===== src/rtl/matrix_mult_seq_rect_pkg.sv =====
// Shared definitions for the sequential rectangular matrix multiplier:
// counter sizing, FSM encoding and packed-element slice arithmetic.
package matrix_mult_pkg;

    typedef enum logic [1:0] {
        ST_IDLE = 2'd0,
        ST_RUN  = 2'd1,
        ST_DONE = 2'd2
    } state_e;

    // ceil(log2(value)), never less than 1 so a dimension of 1 still gets a bit
    function automatic int clog2_min1(input int value);
        int r;
        r = 0;
        while ((1 << r) < value) r++;
        return (r < 1) ? 1 : r;
    endfunction

    function automatic int elem_lsb(input int m, input int ncols, input int row, input int col);
        return m * (ncols * row + col);
    endfunction

endpackage


===== src/rtl/matrix_mult_seq_rect_if.sv =====
// Start/busy/done handshake plus the packed operand and result buses.
interface matrix_mult_seq_rect_if #(
    parameter int ROWS  = 3,
    parameter int INNER = 3,
    parameter int COLS  = 3,
    parameter int M     = 32
);
    logic                      start;
    logic [M*ROWS*INNER-1:0]   x;
    logic [M*INNER*COLS-1:0]   y;
    logic                      busy;
    logic                      done;
    logic [M*ROWS*COLS-1:0]    o;

    modport master (output start, x, y, input busy, done, o);
    modport slave  (input start, x, y, output busy, done, o);
endinterface


===== src/rtl/matrix_mult_seq_rect_mac_cell.sv =====
// One multiply-accumulate lane: M-bit truncated product added to a running sum.
// o_sum_next is the combinational sum+p used for the result write-back.
module mac_cell #(
    parameter int M      = 32,
    parameter int SIGNED = 0
) (
    input  logic         clk,
    input  logic         rst,
    input  logic [M-1:0] i_a,
    input  logic [M-1:0] i_b,
    input  logic         i_clear,
    input  logic         i_acc_en,
    output logic [M-1:0] o_sum_next
);
    logic [M-1:0] r_sum;
    logic [M-1:0] w_prod;

    generate
        if (SIGNED != 0) begin : g_signed
            assign w_prod = $signed(i_a) * $signed(i_b);
        end else begin : g_unsigned
            assign w_prod = i_a * i_b;
        end
    endgenerate

    assign o_sum_next = r_sum + w_prod;

    // NOTE: sequential state uses non-blocking assignments so every register samples pre-edge values.
    always_ff @(posedge clk or posedge rst) begin
        if (rst) begin
            r_sum <= '0;
        end else if (i_clear) begin
            r_sum <= '0;
        end else if (i_acc_en) begin
            r_sum <= o_sum_next;
        end
    end

endmodule


===== src/rtl/matrix_mult_seq_rect.sv =====
// Sequential O = X * Y engine: one MAC per clock, walking O in row-major order
// with a start/busy/done handshake.
module matrix_mult_seq_rect
    import matrix_mult_pkg::*;
#(
    parameter int ROWS   = 3,
    parameter int INNER  = 3,
    parameter int COLS   = 3,
    parameter int M      = 32,
    parameter int SIGNED = 0
) (
    input logic clk,
    input logic rst,
    matrix_mult_seq_rect_if.slave mm_if
);
    localparam int IW = clog2_min1(ROWS);
    localparam int JW = clog2_min1(COLS);
    localparam int KW = clog2_min1(INNER);

    state_e         r_state;
    state_e         w_state_next;
    logic           r_busy;
    logic           r_done;
    logic [IW-1:0]  r_i;
    logic [JW-1:0]  r_j;
    logic [KW-1:0]  r_k;
    logic [M-1:0]   w_a;
    logic [M-1:0]   w_b;
    logic [M-1:0]   w_sum_next;
    logic [M*ROWS*COLS-1:0] r_o;

    logic w_k_last, w_j_last, w_i_last, w_last;
    logic w_accept, w_run;

    assign w_k_last = (r_k == KW'(INNER - 1));
    assign w_j_last = (r_j == JW'(COLS - 1));
    assign w_i_last = (r_i == IW'(ROWS - 1));
    assign w_last   = w_k_last && w_j_last && w_i_last;
    assign w_accept = (r_state == ST_IDLE) && mm_if.start;
    assign w_run    = (r_state == ST_RUN);

    always_comb begin
        w_state_next = r_state;
        case (r_state)
            ST_IDLE: if (mm_if.start) w_state_next = ST_RUN;
            ST_RUN:  if (w_last)      w_state_next = ST_DONE;
            ST_DONE: w_state_next = ST_IDLE;
            default: w_state_next = ST_IDLE;
        endcase
    end

    always_ff @(posedge clk or posedge rst) begin
        if (rst) begin
            r_state <= ST_IDLE;
            r_busy  <= 1'b0;
            r_done  <= 1'b0;
        end else begin
            r_state <= w_state_next;
            r_busy  <= (w_state_next == ST_RUN);
            r_done  <= (w_state_next == ST_DONE);
        end
    end

    always_ff @(posedge clk or posedge rst) begin
        if (rst) begin
            r_i <= '0;
            r_j <= '0;
            r_k <= '0;
        end else if (w_accept) begin
            r_i <= '0;
            r_j <= '0;
            r_k <= '0;
        end else if (w_run) begin
            if (!w_k_last) begin
                r_k <= r_k + KW'(1);
            end else begin
                r_k <= '0;
                if (w_j_last) begin
                    r_j <= '0;
                    r_i <= w_i_last ? '0 : r_i + IW'(1);
                end else begin
                    r_j <= r_j + JW'(1);
                end
            end
        end
    end

    // Operand muxes: select X(i,k) and Y(k,j) from the packed input buses
    always_comb begin
        w_a = '0;
        w_b = '0;
        for (int r = 0; r < ROWS; r++)
            for (int c = 0; c < INNER; c++)
                if (r_i == IW'(r) && r_k == KW'(c))
                    w_a = mm_if.x[elem_lsb(M, INNER, r, c) +: M];
        for (int r = 0; r < INNER; r++)
            for (int c = 0; c < COLS; c++)
                if (r_k == KW'(r) && r_j == JW'(c))
                    w_b = mm_if.y[elem_lsb(M, COLS, r, c) +: M];
    end

    mac_cell #(
        .M      (M),
        .SIGNED (SIGNED)
    ) u_mac (
        .clk        (clk),
        .rst        (rst),
        .i_a        (w_a),
        .i_b        (w_b),
        .i_clear    (w_accept || (w_run && w_k_last)),
        .i_acc_en   (w_run && !w_k_last),
        .o_sum_next (w_sum_next)
    );

    // NOTE: the result array is reset because o is architecturally visible and must read 0 after reset.
    always_ff @(posedge clk or posedge rst) begin
        if (rst) begin
            r_o <= '0;
        end else if (w_run && w_k_last) begin
            for (int r = 0; r < ROWS; r++)
                for (int c = 0; c < COLS; c++)
                    if (r_i == IW'(r) && r_j == JW'(c))
                        r_o[elem_lsb(M, COLS, r, c) +: M] <= w_sum_next;
        end
    end

    assign mm_if.busy = r_busy;
    assign mm_if.done = r_done;
    assign mm_if.o    = r_o;

endmodule


===== src/flat_wrapper.sv =====
// flat-port wrapper written by rule: the top's interface ports become plain ports
module matrix_mult_seq_rect_flat import matrix_mult_pkg::*;
#(
    parameter int ROWS   = 3,
    parameter int INNER  = 3,
    parameter int COLS   = 3,
    parameter int M      = 32,
    parameter int SIGNED = 0
)
  (clk, rst, mm_if_start, mm_if_x, mm_if_y, mm_if_busy, mm_if_done, mm_if_o);
  matrix_mult_seq_rect_if #(.ROWS(ROWS), .INNER(INNER), .COLS(COLS), .M(M)) mm_if_i ();
  input logic clk;
  input logic rst;
  input wire logic [$bits(mm_if_i.start)-1:0] mm_if_start;
  input wire logic [$bits(mm_if_i.x)-1:0] mm_if_x;
  input wire logic [$bits(mm_if_i.y)-1:0] mm_if_y;
  output wire logic [$bits(mm_if_i.busy)-1:0] mm_if_busy;
  output wire logic [$bits(mm_if_i.done)-1:0] mm_if_done;
  output wire logic [$bits(mm_if_i.o)-1:0] mm_if_o;
  assign mm_if_i.start = mm_if_start;
  assign mm_if_i.x = mm_if_x;
  assign mm_if_i.y = mm_if_y;
  assign mm_if_busy = mm_if_i.busy;
  assign mm_if_done = mm_if_i.done;
  assign mm_if_o = mm_if_i.o;
  matrix_mult_seq_rect #(.ROWS(ROWS), .INNER(INNER), .COLS(COLS), .M(M), .SIGNED(SIGNED)) u_core (.clk(clk), .rst(rst), .mm_if(mm_if_i));
endmodule

===== config.mk =====
export PLATFORM = sky130hd
export DESIGN_NAME = matrix_mult_seq_rect_flat
export DESIGN_NICKNAME = d
export VERILOG_FILES = /design/src/rtl/matrix_mult_seq_rect_pkg.sv /design/src/rtl/matrix_mult_seq_rect_if.sv /design/src/rtl/matrix_mult_seq_rect_mac_cell.sv /design/src/rtl/matrix_mult_seq_rect.sv /design/src/flat_wrapper.sv
export SDC_FILE = /design/constraint.sdc
export NUM_CORES = 2
export LEC_CHECK = 0
export BUFFER_PORTS_ARGS = -buffer_cell sky130_fd_sc_hd__buf_4
export CAP_MARGIN = 20
export CORE_AREA = 2 2 335 337
export CTS_CLUSTER_SIZE = 40
export DETAILED_ROUTE_END_ITERATION = 12
export DIE_AREA = 0 0 337 339
export PLACE_DENSITY = 0.48
export SLEW_MARGIN = 20
export SYNTH_ARGS = -nofsm -noshare
export SYNTH_HDL_FRONTEND = slang
export SYNTH_SLANG_ARGS = --single-unit

===== constraint.sdc =====
create_clock -name clk -period 13 [get_ports clk]
set_input_delay 1.3 -clock clk [delete_from_list [all_inputs] [get_ports clk]]
set_output_delay 1.3 -clock clk [all_outputs]
set_load 0.005 [all_outputs]

# After elaboration in Yosys (flattened, before gate mapping)
# Index checks and enable logic that the tools add are counted.
# classes
div_mod_pow	0
add_sub_neg	4
bitwise_logic	0
n_mux	35
magnitude_cmp	0
mul	1
n_eq_ne	9
reduce_logical	52
n_shift	0
# op_table
op	count
$mux 32	20
$add 32x32->32	1
$mul 32x32->32	1
$logic_and 1x1->1	31
$mux 2	14
$reduce_and 2->1	10
$eq 2x1->1 const B	5
$eq 2x2->1 const B	4
$logic_not 2->1	4
$reduce_bool 2->1	4
$add 2x1->2 const B	3
$pmux 2 s2	1
$reduce_and 3->1	1
$logic_not 1->1	1
$logic_or 1x1->1	1
# word_totals
romBits	0
ff_bits	330
n_memories	0
mem_bits_rw	0
out_inout_bits	290
wordCells	117
latchBits	0
inputBits	579

# Longest topological paths before layout
# logic_depth
ltp_word	15
mapped_depth	43
mapped_depth_nobuf	34

# Hierarchy
# Synthesis repeated with hierarchy kept, for this count alone.
# hier_totals
cells_unflattened	3585
area_unflattened_um2	34586.9
# by_module_without_submodules
mod	area_each_um2	cells_each	seq_area_each_um2	n_inst
mac_cell	18240.0	2004	800.8	1
matrix_mult_seq_rect	16346.9	1581	7457.2	1

# Worst setup path after synthesis
# OpenSTA, ideal clock, no wires.
# synth_path
path_kind	input-to-reg
startpoint	input port mm_if_y[166]
endpoint	register u_core.r_o[287] (netlist: u_core.mm_if.o[287])
setup_time_ns	0.125
t_arrival_ns	9.376
stages	27
n_path_buf	1
slack_ns	3.500
path_cell_list	mux4_2 -> nand2_1 -> a22oi_1 -> a221oi_1 -> clkbuf_1 -> nand2b_1 -> fa_1 -> fa_1 -> inv_1 -> fa_1 -> inv_1 -> fa_1 -> inv_1 -> fa_1 -> fa_1 -> inv_1 -> fa_1 -> fa_1 -> inv_1 -> ha_1 -> a2111oi_0 -> a31oi_1 -> a311o_1 -> or4_1 -> a31oi_1 -> xor2_4 -> mux2_2
# synth_between
elab_chain_len	6
# synth_lines
item	line_no	text
start, declared	flat_wrapper.sv:16	input wire logic [$bits(mm_if_i.y)-1:0] mm_if_y;
$mux 32 (4 in series)	matrix_mult_seq_rect.sv:98	if (r_k == KW'(r) && r_j == JW'(c))
$mul 32x32->32	matrix_mult_seq_rect_mac_cell.sv:22	assign w_prod = i_a * i_b;
$add 32x32->32	matrix_mult_seq_rect_mac_cell.sv:26	assign o_sum_next = r_sum + w_prod;
end signal, assigned by index	matrix_mult_seq_rect.sv:123	r_o[elem_lsb(M, COLS, r, c) +: M] <= w_sum_next;
end, declared	matrix_mult_seq_rect.sv:30	logic [M*ROWS*COLS-1:0] r_o;
# Every way passes these cells.
# A chain may end at the register's enable or synchronous reset.

# Final worst setup path
# layout_path
startpoint	register u_core.r_j[1]
endpoint	register u_core.r_o[191] (netlist: u_core.mm_if.o[191])
# layout_between
elab_chain_len	13
word_cells_on_any_way	25
classes_between	add/sub (1); mul (1); eq/ne (2); mux (9); reduce/logical (12)
# layout_lines
item	line_no	text
start, declared	matrix_mult_seq_rect.sv:25	logic [JW-1:0] r_j;
start signal, assigned	matrix_mult_seq_rect.sv:82	r_j <= r_j + JW'(1);
$logic_not 2->1	matrix_mult_seq_rect.sv:98	
$logic_and 1x1->1	matrix_mult_seq_rect.sv:98	
$mux 32 (9 in series)	matrix_mult_seq_rect.sv:98	
$mul 32x32->32	matrix_mult_seq_rect_mac_cell.sv:22	
$add 32x32->32	matrix_mult_seq_rect_mac_cell.sv:26	
# Parallel ways exist; a longest one is shown, timed or not.

==> metrics.cfg <==
[finish]
nets = 5545
final_core_util_pct = 39.7
drive_above_1_share_pct = 29.8
final_area_mm2 = 0.0439
syn_to_final_growth_pct = 28.1

[worst_setup_path]
critPathMaxStageDelay_ns = 0.99
regToRegSetupSlack_ns = 1.68
cp_slowest_cell = dfrtp_4
worst-path-buf-inv = 3
r2r-start = u_core.r_j[1]$_DFFE_PP0P_
criticalPathCategory = reg -> reg
startpoint_type = flop
path_cells = nor2b_4 > a22oi_1 > o21ai_0 > or3_1 > buf_4 > nand2_1 > fa_1 > fa_1 > fa_1 > fa_1 > fa_1 > fa_1 > fa_1 > fa_1 > inv_1 > ha_1 > a2111oi_0 > a31oi_1 > buf_4 > a311o_1 > or4_1 > a31oi_1 > xor2_4 > mux2_2
cp_top_family = adder cells
path_max_fanout = 62
cp-startpoint = u_core.r_j[1]$_DFFE_PP0P_
r2r_end = u_core.mm_if.o[191]$_DFFE_PP0P_
r2r_cells = 24
crit_top_cell = fa_1
cp.arrival_ns = 11.77
critPathCaptureType = flop
cp_data_required_time_ns = 13.45

[yosys]
synth-main-ff-cell = dfrtp_1
syn-cell-area_mm2 = 0.0342
synth_top_cell_by_area = fa_1
synth.yosys.seq_area_share_pct = 24.1
synthCells = 3627
ys_ff_latch = 330
ys_warn_count = 0
synth_top_area_share_pct = 25.6
syn_avg_cell_area_um2 = 9.44
async_flop_share_pct = 100
syn_nets = 4768
synth_area_leaders = fa_1 (26%), dfrtp_1 (24%), inv_1 (5.7%)
synth_edf_count = 0
synth_cell_type_count = 102

[placed_design]
hpwlAfterDp_mm = 157
gp_congestion = 0.999
port_buffers = 868
place_area_mm2 = 0.0426

[timing]
setup_viol = 0
final.setup.tns_ns = 0
max_slew_margin_pct = 10.6
post-route-period-util_pct = 87.1
finalClockSkew_ns = 0.0218
hold_viol_final = 0
slew_viol_final = 0
rsz0062_at_grt = false
worstMarginPinSlew_ns = 1.34
worst_hold_slack_ns = 0.473
fmax_mhz = 88.3
post-route-min-period_ns = 11.32

[detailed_routing]
drtIter0Drc = 3093
firstDrtPassIters = 5
post_drt_wl_per_cell_um = 32.4
ant_nets = 0
drcViolationCount = 0
vias = 31300
viasPerCell = 5.28
totalWireLength_mm = 193

[grt]
track_usage_pct = 33.3
antenna_found_initial = 48
grt_max_degree = 155
gr-total-overflow = 0
grt_pass1_vias = 32000
grt_pass1_wl_mm = 265

[clock_network]
cts_buffers = 37
cts_resized = 0
postCtsSetupBuffers = 0
cts_max_path_buffers = 3
ctsHoldBuffers = 0
clock_latency_ns = 0.57
cts_tree = yes
clock_sinks = 330
clock-root-buffer = clkbuf_16
path_clk_slew_ns = 0.06
ctsHtreeMaxLevel = 2

[die]
die_x_um = 337
rows = 122
core-area_mm2 = 0.110
num_io_pins = 869
initial_utilization_pct = 31.0
dieArea_mm2 = 0.114
die_y_um = 339

[min_path]
hold_class = reg -> reg
hold_depth = 2
hp-start = u_core.mm_if.o[269]$_DFFE_PP0P_
hold_end = u_core.mm_if.o[269]$_DFFE_PP0P_

[outcome]
status = finished clean

[job]
cap_violations = 0

## synthesized netlist by cell type, drive strengths merged (8+ instances only)
cell type	instances
nand2b	69
nor2	295
a31oi	16
ha	124
a21oi	91
a221o	12
a221oi	17
dfrtp	330
and2	35
a21o	19
nor3b	12
or2	26
xnor2	52
inv	520
or3b	9
o221a	8
a22o	43
clkbuf	151
nor3	28
fa	438
nor2b	37
nand3	50
o22ai	15
o221ai	11
mux2	177
and3	9
o211ai	8
nand2	432
o31ai	11
o21ai	213
o21a	12
a32oi	13
a22oi	50
nand3b	28
mux2i	48
a32o	12
xor2	15
xnor3	10
buf	80
o2bb2ai	16
## cell families (layout without fill, tap and decap cells)
kind of cell	Yosys count	count (layout)	synth area share [%]
mux	227	227	7.37
buf+inv	752	1551	9.12
xor+xnor	77	77	2.43
flops	330	330	24.1
compound gates	625	625	12.7
other cells	0	25	0
fa+ha+maj	562	562	30.2
simple gates	1054	1054	14.1
## through the flow
step	cells	setup WS [ns]
6_report	5939	1.68
5_1_grt	5931	1.53
4_1_cts	5914	1.84
3_5_place_dp	5853	1.89
3_3_place_gp	5851	2.00
2_1_floorplan	3627	2.56
## cell usage in the layout (no fill, tap or decap), types with 35 or more instances in the layout
cell type / synthesis / final
dfrtp_1: 330 / 325
mux2_2: 172 / 172
o21ai_0: 204 / 204
mux2i_1: 48 / 48
inv_1: 518 / 517
nand2b_1: 69 / 68
fa_1: 438 / 438
clkbuf_16: 0 / 37
a22o_1: 43 / 43
nand3_1: 50 / 41
ha_1: 124 / 124
a22oi_1: 50 / 49
and2_1: 35 / 35
nor2_1: 294 / 290
xnor2_1: 52 / 41
nand2_1: 431 / 431
buf_4: 13 / 966
a21oi_1: 90 / 88
## worst max-delay path by stage
stage | end | slack (ns) | cells after the start
global placement | u_core.mm_if.o[287]$_DFFE_PP0P_ | 2.00 | 29
detailed placement | u_core.mm_if.o[95]$_DFFE_PP0P_ | 1.89 | 24
CTS | u_core.mm_if.o[63]$_DFFE_PP0P_ | 1.84 | 24
floorplan | u_core.mm_if.busy$_DFF_PP0_ | 2.56 | 1
finish | u_core.mm_if.o[191]$_DFFE_PP0P_ | 1.68 | 24
global route | u_core.mm_if.o[31]$_DFFE_PP0P_ | 1.53 | 24
## worst reg2reg max path, stage by stage, from the launching register on
cell       delay (ns)
dfrtp_4          0.99
nor2b_4          1.00
a22oi_1          0.34
o21ai_0          0.46
or3_1            0.54
buf_4            0.35
nand2_1          0.13
fa_1             0.51
fa_1             0.58
fa_1             0.48
fa_1             0.61
fa_1             0.46
fa_1             0.58
fa_1             0.48
fa_1             0.51
inv_1            0.04
ha_1             0.34
a2111oi_0        0.62
a31oi_1          0.16
buf_4            0.22
a311o_1          0.38
or4_1            0.51
a31oi_1          0.41
xor2_4           0.20
mux2_2           0.30
## routing by layer
layer / up-vias / global-route usage [%] / part of all wire (%)
met2: 1518 / 49.7 / 43
li1: 13400 / - / -
met1: 16100 / 43.8 / 41
met3: 296 / 10.7 / 11
met4: 26 / 14.8 / 4.7
met5: - / 0 / 0.090
## registers in the layout (all words and copies together) (netlist names)
| signal | count |
|---|---|
| u_core.u_mac.r_sum | 32 |
| u_core.r_i | 2 |
| u_core.mm_if.busy | 1 |
| u_core.mm_if.o | 288 |
| u_core.r_state | 2 |
| u_core.r_k | 2 |
| u_core.r_j | 2 |
| u_core.mm_if.done | 1 |
## area by class of cell
type                    instances  area [µm²]
fillers                     11300       66500
multi-input cells            2545       23200
flip-flops and latches        330        8270
repair buffers                969        7310
inverters                     521        1960
well taps                    1488        1860
clock buffers                  50        1020
clock inverters                11         145
diodes                         25        62.6
Power is not shown: default switching activity piles up to over one toggle a cycle in this logic, so the estimate is an artifact.
